File: config.mk
export PLATFORM = sky130hd
export DESIGN_NAME = ssp_tx_fifo_flat
export DESIGN_NICKNAME = d
export VERILOG_FILES = /design/src/rtl/ssp_pkg.sv /design/src/rtl/ssp_tx_fifo_if.sv /design/src/rtl/ssp_fifo_mem.sv /design/src/rtl/ssp_tx_fifo.sv /design/src/flat_wrapper.sv
export SDC_FILE = /design/constraint.sdc
export NUM_CORES = 1
export LEC_CHECK = 0
export BUFFER_PORTS_ARGS = -buffer_cell sky130_fd_sc_hd__buf_2
export CAP_MARGIN = 0
export CORE_AREA = 3 3 57 59
export DETAILED_ROUTE_END_ITERATION = 8
export DIE_AREA = 0 0 60 62
export GPL_TIMING_DRIVEN = 0
export HOLD_SLACK_MARGIN = 0.1
export PLACE_DENSITY = 0.87
export SLEW_MARGIN = 20
export SYNTH_ARGS = -nofsm -noshare
export SYNTH_HDL_FRONTEND = slang
export SYNTH_SLANG_ARGS = --single-unit
File: constraint.sdc
create_clock -name PCLK -period 4.6 [get_ports PCLK]
set_clock_uncertainty 0.1 [all_clocks]
set_input_delay 0.23 -clock PCLK [delete_from_list [all_inputs] [get_ports PCLK]]
set_output_delay 0.23 -clock PCLK [all_outputs]
set_load 0.02 [all_outputs]
File: src/rtl/ssp_pkg.sv
// ssp_pkg
// Shared definitions for the synchronous serial port FIFOs (transmit now,
// receive later): default data width and depth, the byte type, and the
// helper functions that size FIFO pointers and occupancy counters.
package ssp_pkg;

    localparam int SSP_DATA_W     = 8;
    localparam int SSP_FIFO_DEPTH = 4;

    typedef logic [SSP_DATA_W-1:0] ssp_byte_t;

    // Pointer width for a power-of-two depth; pointers wrap naturally.
    function automatic int ssp_ptr_w(input int depth);
        return $clog2(depth);
    endfunction

    // Counter needs one extra bit to represent "full" (count == depth).
    function automatic int ssp_cnt_w(input int depth);
        return $clog2(depth) + 1;
    endfunction

endpackage

File: src/rtl/ssp_tx_fifo_if.sv
// ssp_tx_fifo_if
// Bus-side and serial-side signals of the SSP transmit FIFO.
//   PSEL, PWRITE, PWDATA : processor write port (push on PSEL & PWRITE)
//   transmit_complete    : from serial logic, low while a byte shifts out
//   TxData, tx_ready     : head byte and "unsent byte available"
//   SSPTXINTR            : transmit interrupt, high when not full
//   tx_full, tx_empty    : occupancy flags
//   TXOVF                : sticky overflow flag, only with SSP_TXFIFO_OVF_EN
// Modports: master = bus/serial side driving the FIFO, slave = the FIFO.
interface ssp_tx_fifo_if
    import ssp_pkg::*;
#(
    parameter int WIDTH = SSP_DATA_W
) ();

    logic             PSEL;
    logic             PWRITE;
    logic [WIDTH-1:0] PWDATA;
    logic             transmit_complete;
    logic [WIDTH-1:0] TxData;
    logic             tx_ready;
    logic             SSPTXINTR;
    logic             tx_full;
    logic             tx_empty;
`ifdef SSP_TXFIFO_OVF_EN
    logic             TXOVF;

    modport master (
        output PSEL, PWRITE, PWDATA, transmit_complete,
        input  TxData, tx_ready, SSPTXINTR, tx_full, tx_empty, TXOVF
    );
    modport slave (
        input  PSEL, PWRITE, PWDATA, transmit_complete,
        output TxData, tx_ready, SSPTXINTR, tx_full, tx_empty, TXOVF
    );
`else
    modport master (
        output PSEL, PWRITE, PWDATA, transmit_complete,
        input  TxData, tx_ready, SSPTXINTR, tx_full, tx_empty
    );
    modport slave (
        input  PSEL, PWRITE, PWDATA, transmit_complete,
        output TxData, tx_ready, SSPTXINTR, tx_full, tx_empty
    );
`endif

endinterface

File: src/rtl/ssp_fifo_mem.sv
// ssp_fifo_mem
// DEPTH x WIDTH register array shared by the SSP FIFOs.
//   clk   : write clock
//   we    : write enable
//   waddr : write address, wdata : write data (synchronous write)
//   raddr : read address,  rdata : read data (combinational read)
// Storage is not reset; contents are meaningless until written.
module ssp_fifo_mem
    import ssp_pkg::*;
#(
    parameter int DEPTH = SSP_FIFO_DEPTH,
    parameter int WIDTH = SSP_DATA_W,
    parameter int AW    = ssp_ptr_w(DEPTH)
) (
    input  logic             clk,
    input  logic             we,
    input  logic [AW-1:0]    waddr,
    input  logic [WIDTH-1:0] wdata,
    input  logic [AW-1:0]    raddr,
    output logic [WIDTH-1:0] rdata
);

    logic [WIDTH-1:0] mem [DEPTH];

    always_ff @(posedge clk) begin
        if (we) begin
            mem[waddr] <= wdata;
        end
    end

    assign rdata = mem[raddr];

endmodule

File: src/rtl/ssp_tx_fifo.sv
// ssp_tx_fifo
// Transmit FIFO for the synchronous serial port. Bytes written on the bus
// side are presented in order on TxData; the head byte is retired only when
// the serial logic signals completion (rising edge of transmit_complete).
//   PCLK    : system clock (same as the serial logic clock)
//   CLEAR_B : asynchronous active-low reset
//   bus     : ssp_tx_fifo_if.slave (write port, handshake, flags)
// Optional build macro SSP_TXFIFO_OVF_EN adds the sticky TXOVF flag.
module ssp_tx_fifo
    import ssp_pkg::*;
#(
    parameter int DEPTH = SSP_FIFO_DEPTH,
    parameter int WIDTH = SSP_DATA_W
) (
    input logic           PCLK,
    input logic           CLEAR_B,
    ssp_tx_fifo_if.slave  bus
);

    localparam int PW = ssp_ptr_w(DEPTH);
    localparam int CW = ssp_cnt_w(DEPTH);
    localparam logic [PW-1:0] PTR_ONE  = PW'(1);
    localparam logic [CW-1:0] CNT_ONE  = CW'(1);
    localparam logic [CW-1:0] CNT_FULL = CW'(DEPTH);

    logic [PW-1:0]    rd_ptr;
    logic [PW-1:0]    wr_ptr;
    logic [CW-1:0]    count;
    logic             tc_q;
    logic             wr_req;
    logic             push;
    logic             pop;
    logic             full;
    logic             empty;
    logic [WIDTH-1:0] head;

    assign full   = (count == CNT_FULL);
    assign empty  = (count == '0);
    assign wr_req = bus.PSEL & bus.PWRITE;
    // Full comes from the registered count, so a write while full is
    // rejected even if a pop frees a slot in the same cycle.
    assign push   = wr_req & ~full;
    // Completion is the rising edge of transmit_complete; ignored when empty.
    assign pop    = bus.transmit_complete & ~tc_q & ~empty;

    always_ff @(posedge PCLK or negedge CLEAR_B) begin
        if (!CLEAR_B) begin
            rd_ptr <= '0;
            wr_ptr <= '0;
            count  <= '0;
            tc_q   <= 1'b1;
        end else begin
            tc_q <= bus.transmit_complete;
            if (push) begin
                wr_ptr <= wr_ptr + PTR_ONE;
            end
            if (pop) begin
                rd_ptr <= rd_ptr + PTR_ONE;
            end
            case ({push, pop})
                2'b10:   count <= count + CNT_ONE;
                2'b01:   count <= count - CNT_ONE;
                default: count <= count;
            endcase
        end
    end

    ssp_fifo_mem #(
        .DEPTH (DEPTH),
        .WIDTH (WIDTH),
        .AW    (PW)
    ) u_mem (
        .clk   (PCLK),
        .we    (push),
        .waddr (wr_ptr),
        .wdata (bus.PWDATA),
        .raddr (rd_ptr),
        .rdata (head)
    );

    assign bus.TxData    = head;
    // Already reflects post-pop occupancy in the pop cycle so the serial
    // logic does not restart on the byte being retired.
    assign bus.tx_ready  = (count > {{(CW-1){1'b0}}, pop});
    assign bus.tx_empty  = empty;
    assign bus.tx_full   = full;
    assign bus.SSPTXINTR = ~full;

`ifdef SSP_TXFIFO_OVF_EN
    logic ovf_q;

    always_ff @(posedge PCLK or negedge CLEAR_B) begin
        if (!CLEAR_B) begin
            ovf_q <= 1'b0;
        end else if (wr_req & full) begin
            ovf_q <= 1'b1;
        end
    end

    assign bus.TXOVF = ovf_q;
`endif

endmodule

File: src/flat_wrapper.sv
// flat-port wrapper written by rule: the top's interface ports become plain ports
module ssp_tx_fifo_flat import ssp_pkg::*;
#(
    parameter int DEPTH = SSP_FIFO_DEPTH,
    parameter int WIDTH = SSP_DATA_W
)
  (PCLK, CLEAR_B, bus_PSEL, bus_PWRITE, bus_PWDATA, bus_transmit_complete, bus_TxData, bus_tx_ready, bus_SSPTXINTR, bus_tx_full, bus_tx_empty);
  ssp_tx_fifo_if #(.WIDTH(WIDTH)) bus_i ();
  input logic PCLK;
  input logic CLEAR_B;
  input wire logic [$bits(bus_i.PSEL)-1:0] bus_PSEL;
  input wire logic [$bits(bus_i.PWRITE)-1:0] bus_PWRITE;
  input wire logic [$bits(bus_i.PWDATA)-1:0] bus_PWDATA;
  input wire logic [$bits(bus_i.transmit_complete)-1:0] bus_transmit_complete;
  output wire logic [$bits(bus_i.TxData)-1:0] bus_TxData;
  output wire logic [$bits(bus_i.tx_ready)-1:0] bus_tx_ready;
  output wire logic [$bits(bus_i.SSPTXINTR)-1:0] bus_SSPTXINTR;
  output wire logic [$bits(bus_i.tx_full)-1:0] bus_tx_full;
  output wire logic [$bits(bus_i.tx_empty)-1:0] bus_tx_empty;
  assign bus_i.PSEL = bus_PSEL;
  assign bus_i.PWRITE = bus_PWRITE;
  assign bus_i.PWDATA = bus_PWDATA;
  assign bus_i.transmit_complete = bus_transmit_complete;
  assign bus_TxData = bus_i.TxData;
  assign bus_tx_ready = bus_i.tx_ready;
  assign bus_SSPTXINTR = bus_i.SSPTXINTR;
  assign bus_tx_full = bus_i.tx_full;
  assign bus_tx_empty = bus_i.tx_empty;
  ssp_tx_fifo #(.DEPTH(DEPTH), .WIDTH(WIDTH)) u_core (.PCLK(PCLK), .CLEAR_B(CLEAR_B), .bus(bus_i));
endmodule
==> Yosys cells after proc, flatten, opt, wreduce, memory -nomap -nowiden <==
Memories as Yosys holds them, arrays and structs flattened.
Index checks and enable logic that the tools add are counted.
{ "word_totals": {"out_inout_bits": 12, "latch_bits": 0, "elab_cells": 25, "ram_bits": 32, "mem_count": 1, "reg_bits": 8, "rom_bits": 0} }
{ "mem_list": {"columns": ["memory", "words", "width", "read_ports", "rd_ports_with_merged_regs", "write_ports", "line", "source"], "rows": [
  ["u_core.u_mem.mem", 4, 8, 1, 0, 1, "ssp_fifo_mem.sv:23", "logic [WIDTH-1:0] mem [DEPTH];"]
]} }
{ "op_classes": {"add_sub_neg": 4, "mux": 3, "bitwise_logic": 7, "mul": 0, "shift": 0, "n_reduce_logical": 2, "n_eq_ne": 3, "div_mod_pow": 0, "magnitude_cmp": 1} }
{ "op_table": {"columns": ["operator", "count"], "rows": [
  ["one-hot mux 3 bit (2 select lines)", 1],
  ["adder 2 x 1 -> 2 bit (second input constant)", 2],
  ["AND 1 bit", 4],
  ["adder 3 x 1 -> 3 bit (second input constant)", 1],
  ["== test 3 bit (second input constant)", 1],
  ["greater-than comparator 3 x 1 -> 1 bit", 1],
  ["zero test 3 bit", 1],
  ["inverter 1 bit", 3],
  ["subtractor 3 x 1 -> 3 bit (second input constant)", 1],
  ["== test 2 x 1 -> 1 bit (second input constant)", 1],
  ["== test 2 bit (second input constant)", 1],
  ["2-to-1 mux 1 bit", 2],
  ["nonzero test 2 bit", 1]
]} }

==> Longest topological paths before layout <==
Gate-level depths: netlist of run 1.
{ "logic_depth": {"ltp_word": 5, "ltp_mapped": 10, "depth_no_buf": 9} }

==> Hierarchy <==
A second synthesis of run 1 with hierarchy kept.
{ "hier_totals": {"hier_cells": 81, "area_unflattened_um2": 1614.0} }
{ "modules_own_cells": {"columns": ["mod", "cells_per_inst", "n_inst", "area_per_inst_um2", "seq_area_each_um2"], "rows": [
  ["ssp_fifo_mem", 46, 1, 1188.6, 960.9],
  ["ssp_tx_fifo", 35, 1, 425.4, 201.4]
]} }

==> Least setup slack after synthesis of run 1 <==
Ideal clock, no wire load.
{ "synth_timing": {"path_type": "register to register", "startpoint": "register u_core.count[1]", "endpoint": "register u_core.count[2]", "stages_incl_launch_ff": 11, "required_time_ps": 4421, "path_buffers": 1, "t_arrival_ps": 2231, "period_less_slack_ps": 2410, "slack_ps": 2190, "setup_time_ps": 79, "path_cell_list": "dfrtp_1 > or3b_1 > and3_1 > buf_6 > inv_1 > ha_1 > inv_1 > fa_1 > xor2_1 > nor2_1 > xor2_1"} }
{ "synth_via": {"elab_chain_cells": 5, "word_cells_on_any_way": 12, "cone_classes": "add/sub (2); eq/ne (3); mux (1); bitwise (4); reduce/logical (2)"} }
{ "synth_rtl": {"columns": ["element", "line", "source"], "rows": [
  ["start: declaration", "ssp_tx_fifo.sv:28", "logic [CW-1:0] count;"],
  ["start signal: assignment", "ssp_tx_fifo.sv:61", "2'b10: count <= count + CNT_ONE;"],
  ["start signal: assignment", "ssp_tx_fifo.sv:62", "2'b01: count <= count - CNT_ONE;"],
  ["start signal: assignment", "ssp_tx_fifo.sv:63", "default: count <= count;"],
  ["== test 3 bit (*)", "ssp_tx_fifo.sv:37", "assign full = (count == CNT_FULL);"],
  ["inverter 1 bit (*)", null, null],
  ["via bus_SSPTXINTR", "flat_wrapper.sv:17", "output wire logic [$bits(bus_i.SSPTXINTR)-1:0] bus_SSPTXINTR;"],
  ["AND 1 bit (*)", "ssp_tx_fifo.sv:42", "assign push = wr_req & ~full;"],
  ["== test 2 x 1 -> 1 bit / == test 2 bit (equally long branches)", "ssp_tx_fifo.sv:60", "case ({push, pop})"],
  ["one-hot mux 3 bit (2 select lines) / nonzero test 2 bit (equally long branches)", null, null]
]} }
The timed path passes the listed nets; every way through them passes the cells marked *.
A chain may end at the register's enable or synchronous reset.

==> Final worst setup path of run 1 <==
{ "layout_timing": {"startpoint": "register u_core.count[0]", "endpoint": "register u_core.count[2]"} }
{ "layout_via": {"elab_chain_cells": 5, "word_cells_on_any_way": 12, "cone_classes": "add/sub (2); eq/ne (3); mux (1); bitwise (4); reduce/logical (2)"} }
{ "layout_rtl": {"columns": ["element", "line"], "rows": [
  ["== test 3 bit / zero test 3 bit (equally long branches)", "ssp_tx_fifo.sv:37, ssp_tx_fifo.sv:38"],
  ["inverter 1 bit (on tied branches)", "ssp_tx_fifo.sv:42, ssp_tx_fifo.sv:44"],
  ["AND 1 bit (on tied branches)", "ssp_tx_fifo.sv:42, ssp_tx_fifo.sv:44"],
  ["== test 2 x 1 -> 1 bit / == test 2 bit (equally long branches)", "ssp_tx_fifo.sv:60"],
  ["one-hot mux 3 bit (2 select lines) / nonzero test 2 bit (equally long branches)", null]
]} }
Parallel ways exist; a longest one is shown, timed or not.

==> results of run 1 <==
## report_power, final
group          switching [mW]  internal [mW]  leakage [nW]
clock                   0.106          0.114        0.0422
sequential             0.0322          0.457         0.383
combinational           0.227          0.180         0.358
total                   0.365          0.751         0.783
## final timing paths
kind                            startpoint               end  slack (ns)  cells past startpoint
min                                CLEAR_B  u_core.rd_ptr[1]        0.15                      2
min reg2reg                u_core.count[2]   u_core.count[2]        0.44                      1
max reg2reg                u_core.count[0]   u_core.count[2]        2.14                     10
max                        u_core.count[0]   u_core.count[2]        2.14                     10
min in group PCLK               bus_PWRITE  u_core.wr_ptr[0]        0.24                      4
max in group asynchronous          CLEAR_B       u_core.tc_q        4.01                      2
## cell usage in the layout, fill, tap and decap left out
cell type / n
and2_2: 3
nor3b_1: 1
buf_1: 1
mux2_4: 1
clkbuf_4: 5
clkbuf_1: 1
nor2_1: 2
mux2i_1: 1
and2_1: 1
nor3_1: 1
inv_1: 7
buf_6: 1
or3b_1: 1
o21ai_0: 1
dlygate4sd3_1: 10
dfrtp_1: 7
dfstp_2: 1
buf_2: 25
edfxtp_1: 32
xnor2_1: 2
nor4bb_1: 1
fa_1: 1
clkinv_2: 1
mux4_2: 8
and3_1: 1
bufinv_16: 1
xor2_1: 4
ha_1: 6
## critical path, delay by kind of cell (launching register included)
family                     cells  cell delay, ns
buffers and inverters          3            0.24
xor gates and xnor gates       2            0.32
adders and majority gates      2            0.55
and+or+nand+nor                3            0.73
DFF                            1            0.44
## state kept, by name, indices dropped and copies added, names as in the netlist
register	count
u_core.u_mem.mem	32
u_core.count	3
u_core.rd_ptr	2
u_core.wr_ptr	2
u_core.tc_q	1
## layout make-up
class	instances	area [um^2]
inverters	7	26.3
repair buffers	34	220
plain buffers	3	20.0
fillers	179	782
clock buffers	6	41.3
multi-input cells	35	432
flip-flops and latches	40	1160
well taps	31	38.8
clock inverters	2	35.0
## metrics by stage
step	util (%)	area (um^2)	hold WS (ns)	std cells	setup WS (ns)
after global placement	65.2	1800	-0.0237	140	2.26
after detailed placement	65.2	1800	-0.0109	140	2.17
after CTS	71.6	1980	0.146	158	2.14
final	71.6	1980	0.146	158	2.14
after global routing	71.6	1980	0.154	158	2.04
after floorplan	-	1640	-0.166	85	2.19
## cells by family after synthesis
logic type,Yosys count
flops,40
compound gates,1
buf+inv,10
mux,10
simple gates,11
xor+xnor,6
fa+ha+maj,7
## metal layers
metal / share of wire [%] / GRT usage (%) / vias to the layer above
li1: - / - / 401
met1: 40 / 19.6 / 439
met2: 53 / 28.2 / 26
met3: 5.9 / 5.58 / 4
met4: 0.88 / 6.96 / 0
met5: 0 / 0 / -
==> flow_summary.toml, run 1 <==
[outcome]
status = "finished clean"

[floorplanning]
rows = 19
fp.coreArea_um2 = 2760
die_w_um = 60
die_h_um = 62
start_util_pct = 59.5
ioPinCount = 25
die_area_um2 = 3720

[cts]
h-tree-depth = 2
cts_hold_buf = 10
cts_tree = "done"
path_clk_slew_ns = 0.12
ctsLongestPathBuffers = 2
clkLatencyLatePin_ns = 0.34
cts_resized = 0
clock_sinks = 40
numCtsBuffers = 5
postCtsSetupRepairBufs = 0
cts-root-buf = "clkbuf_4"

[logic_synthesis]
synthesis.nets = 105
yosys.area.top_type_share_pct = 58.6
synth-simple-area-share_pct = 4.50
netlist_top_cells_count = "32 x edfxtp_1, 8 x mux4_2, 7 x dfrtp_1, 7 x inv_1, 6 x ha_1"
avgSynthCellArea_um2 = 19.3
synth_xor_area_share_pct = 3.20
mappedNetlistArea_um2 = 1640
synth_compound_area_share_pct = 0.305
synth_top_family_by_area = "multiplexers"
yosysUniqueCellTypes = 23
ys_seq_area_share_pct = 70.9
synthMuxAreaShare_pct = 12.5
synth_edf_count = 32
yosys_warnings = 0
synthAdderAreaFrac_pct = 5.80
ys_ff_latch = 40
postSynth.asyncResetShare_pct = 20.0
synthCells = 85
synth_most_common_cell = "edfxtp_1"
yosys.area.top_type = "edfxtp_1"
synthFlopType = "edfxtp_1"
netlist_top_cells_area = "edfxtp_1 59%, mux4_2 11%, dfrtp_1 11%"

[power]
ir_drop_mv = 0.558
p_per_area_nw_per_um2 = 565
power_mw = 1.12
p_leak_nw = 0.783

[grt]
grt_overflow = 0
grt_antenna_before_repair = 0
grt_first_pass_wirelength_um = 4140
grt_max_degree = 13
grt_usage_pct = 16.7
grt_pass1_vias = 874

[placed_design]
io_buffers = 24
gp_congestion = 0.682
place_hpwl_um = 1760

[cells_and_area]
nets = 146
area_growth_pct = 20.4
drive_gt1_share_pct = 36.2
insertedDiodeCount = 0

[setup_path]
path_class = "reg -> reg"
startpoint_type = "flip-flop"
crit_arrival_ns = 2.62
slowest_delay_ns = 0.44
cp.required_ns = 4.76
critPathSlowestCell = "dfrtp_1"
cp_max_fo = 7
endpoint_kind = "flip-flop"
path_cells = "or3b_1 -> and3_1 -> buf_6 -> inv_1 -> ha_1 -> inv_1 -> fa_1 -> xor2_1 -> nor2_1 -> xor2_1"

[sta]
finalCriticalPeriod_ns = 2.46
rsz0062_at_grt = "false"
finalHoldViolations = 0
slew_headroom_pct = 61.8
setup_tns_ns = 0
finalCritPeriodShare_pct = 53.4
max_freq_ghz = 0.407
finalSetupViolCount = 0
slew_violations = 0
worst_pin_slew_ns = 0.573

[route]
route.detailed.drc = 0
first_iter_violations = 40
ant_nets = 0
routedWlPerCell_um = 16.5
vias_per_cell = 5.51
drtPass1Iterations = 4
routed_wl_um = 2610
routed-via-count = 870

[job]
drv_cap = 0

[worst_hold_path]
hold_class = "in -> async"
Power figures use the tool's default switching activity.
==> run 2: changes to the inputs <==
- CORE_AREA: 3 3 57 59 -> 3 3 62 64
- DIE_AREA: 0 0 60 62 -> 0 0 65 67
- PLACE_DENSITY: 0.87 -> 0.79
- clock period: 4.6 -> 2.1 ns (I/O delays scaled with it)
==> run 2 against run 1 <==
Global-route usage is 2.0 points lower; critical path depth is 1 lower; wire length is 7.4% higher; register-to-register slack worse by 2.1 ns; via count is 1.7% higher; worst setup slack worse by 2.1 ns; combinational power grew to 2.6 times the previous value; the flow now finishes with violations (setup timing); worst hold slack hardly changed; count of clock-buffer cells in the layout is 1 lower.
==> flow_summary.toml, run 2 (synthesis gave the netlist of run 1 again) <==
[outcome]
status = "complete, but fails checks"
violations = "setup timing"

[floorplanning]
die_h_um = 67
rows = 21
fp.coreArea_um2 = 3340
ioPinCount = 25
start_util_pct = 49.2
die_area_um2 = 4360
die_w_um = 65

[cells_and_area]
layout_common_cells = "32 x edfxtp_1, 24 x buf_2, 11 x dlygate4sd3_1"
area_growth_pct = 27.5
nets = 153
largest_register = "u_core.u_mem.mem"
nFillCells = 258
drive_gt1_share_pct = 44.0
regArea_um2 = 1160
final_common_cell = "edfxtp_1"
multi_input_comb_area_um2 = 477
insertedDiodeCount = 0
fin_cells = 180
biggestRegsByFlops = "u_core.u_mem.mem (32), u_core.count (3)"
largest_reg_flops = 32

[route]
routed_wl_um = 2810
routed-via-count = 885
routedWlPerCell_um = 15.6
route.detailed.drc = 0
vias_per_cell = 4.92
drtPass1Iterations = 4
ant_nets = 0
first_iter_violations = 35

[sta]
finalSetupViolCount = 1
rsz0062_at_grt = "true"
finalCriticalPeriod_ns = 2.10
max_freq_ghz = 0.476
finalHoldViolations = 0
setup_slack_ns = -0.00146
slew_headroom_pct = 61.1
worst_pin_slew_ns = 0.584
finalCritPeriodShare_pct = 100
setup_tns_ns = -0.00146
slew_violations = 0

[grt]
grt_busiest_layer = "met2"
grt_max_degree = 13
grt_usage_pct = 14.6
met2_usage_pct = 25.7
grt_antenna_before_repair = 0
met1_usage_pct = 16.7
grt_first_pass_wirelength_um = 4510
grt_overflow = 0
grtUsageMet3_pct = 3.54
grt_pass1_vias = 949

[power]
p_per_area_nw_per_um2 = 1230
power_mw = 2.58
p_leak_nw = 0.822
ir_drop_mv = 0.529

[setup_path]
path_class = "reg -> reg"
cp_max_fo = 2
endpoint = "u_core.count[2]"
crit_start = "u_core.count[0]"
r2r-end = "u_core.count[2]"
r2r_setup_slack_ns = -0.001
reg2reg_from = "u_core.count[0]"
cp.required_ns = 2.27
startpoint_type = "flip-flop"
reg2reg_depth = 9
crit_arrival_ns = 2.27
endpoint_kind = "flip-flop"

[cts]
numCtsBuffers = 5
cts-root-buf = "clkbuf_4"
clock_sinks = 40
cts_tree = "done"
clkLatencyLatePin_ns = 0.33
path_clk_slew_ns = 0.12
h-tree-depth = 2
ctsLongestPathBuffers = 2

[job]
drv_cap = 0

[placed_design]
placedCellCount = 155
place_hpwl_um = 1830
gp_congestion = 0.721
io_buffers = 24

[worst_hold_path]
hold_class = "in -> async"
[run 2: changes by cell type in the layout (fill, tap and decap cells not counted), moves of 2 or more]
cell,change
inv_2,+2
buf_4,+8
inv_1,-2
clkinv_1,+2
[run 2: repair_timing]
item | in CTS | in global routing
setup buffers | 5 | 2
endpoints found under the hold margin | 42 | 0
resized for setup | 3 | 2
setup endpoints to repair | 3 | 2
hold buffers | 11 | 0
pin swaps | 6 | 6
[run 2: metrics by stage]
stage / setup slack, ns / area, um^2 / hold slack, ns / util [%]
floorplan: -0.171 / 1670 / -0.291 / -
global placement: -0.173 / 1850 / -0.148 / 55.3
detailed placement: -0.209 / 1850 / -0.135 / 55.3
CTS: -0.0106 / 2070 / 0.125 / 62.2
global route: -0.128 / 2090 / 0.150 / 62.7
finish: -0.00146 / 2090 / 0.147 / 62.7
[run 2: routing by layer]
metal  wire (um)  part of all wire (%)
met1        1160                    41
met2        1520                    54
met3         100                   3.6
met4          30                   1.1
met5           0                     0
[run 2: worst min path at each step]
stage,to,slack (ns),start
floorplan,u_core.count[0],-0.29,CLEAR_B
global placement,u_core.rd_ptr[0],-0.15,CLEAR_B
detailed placement,u_core.rd_ptr[0],-0.13,CLEAR_B
CTS,u_core.tc_q,0.13,CLEAR_B
global route,u_core.tc_q,0.15,CLEAR_B
finish,u_core.tc_q,0.15,CLEAR_B
[run 2: critical path: stages (launching register included)]
cell	delay, ns
dfrtp_1	0.40
or3b_4	0.40
and3_4	0.17
inv_2	0.06
ha_4	0.12
inv_2	0.03
fa_2	0.33
xor2_1	0.15
nor2_1	0.13
xor2_1	0.15
[run 2: cell type report]
type                    count  share of cell area [%]
multi-input cells          35                    22.8
clock inverters             3                    1.79
well taps                  46                    2.75
plain buffers               2                   0.419
inverters                   7                    1.26
repair buffers             42                    13.6
flip-flops and latches     40                    55.6
clock buffers               5                    1.79
[run 2: where the power goes]
part	switching, mW	internal [mW]	total, mW
Clock	0.227	0.243	0.470
Combinational	0.568	0.489	1.06
Sequential	0.0534	1.00	1.05
Total	0.848	1.73	2.58
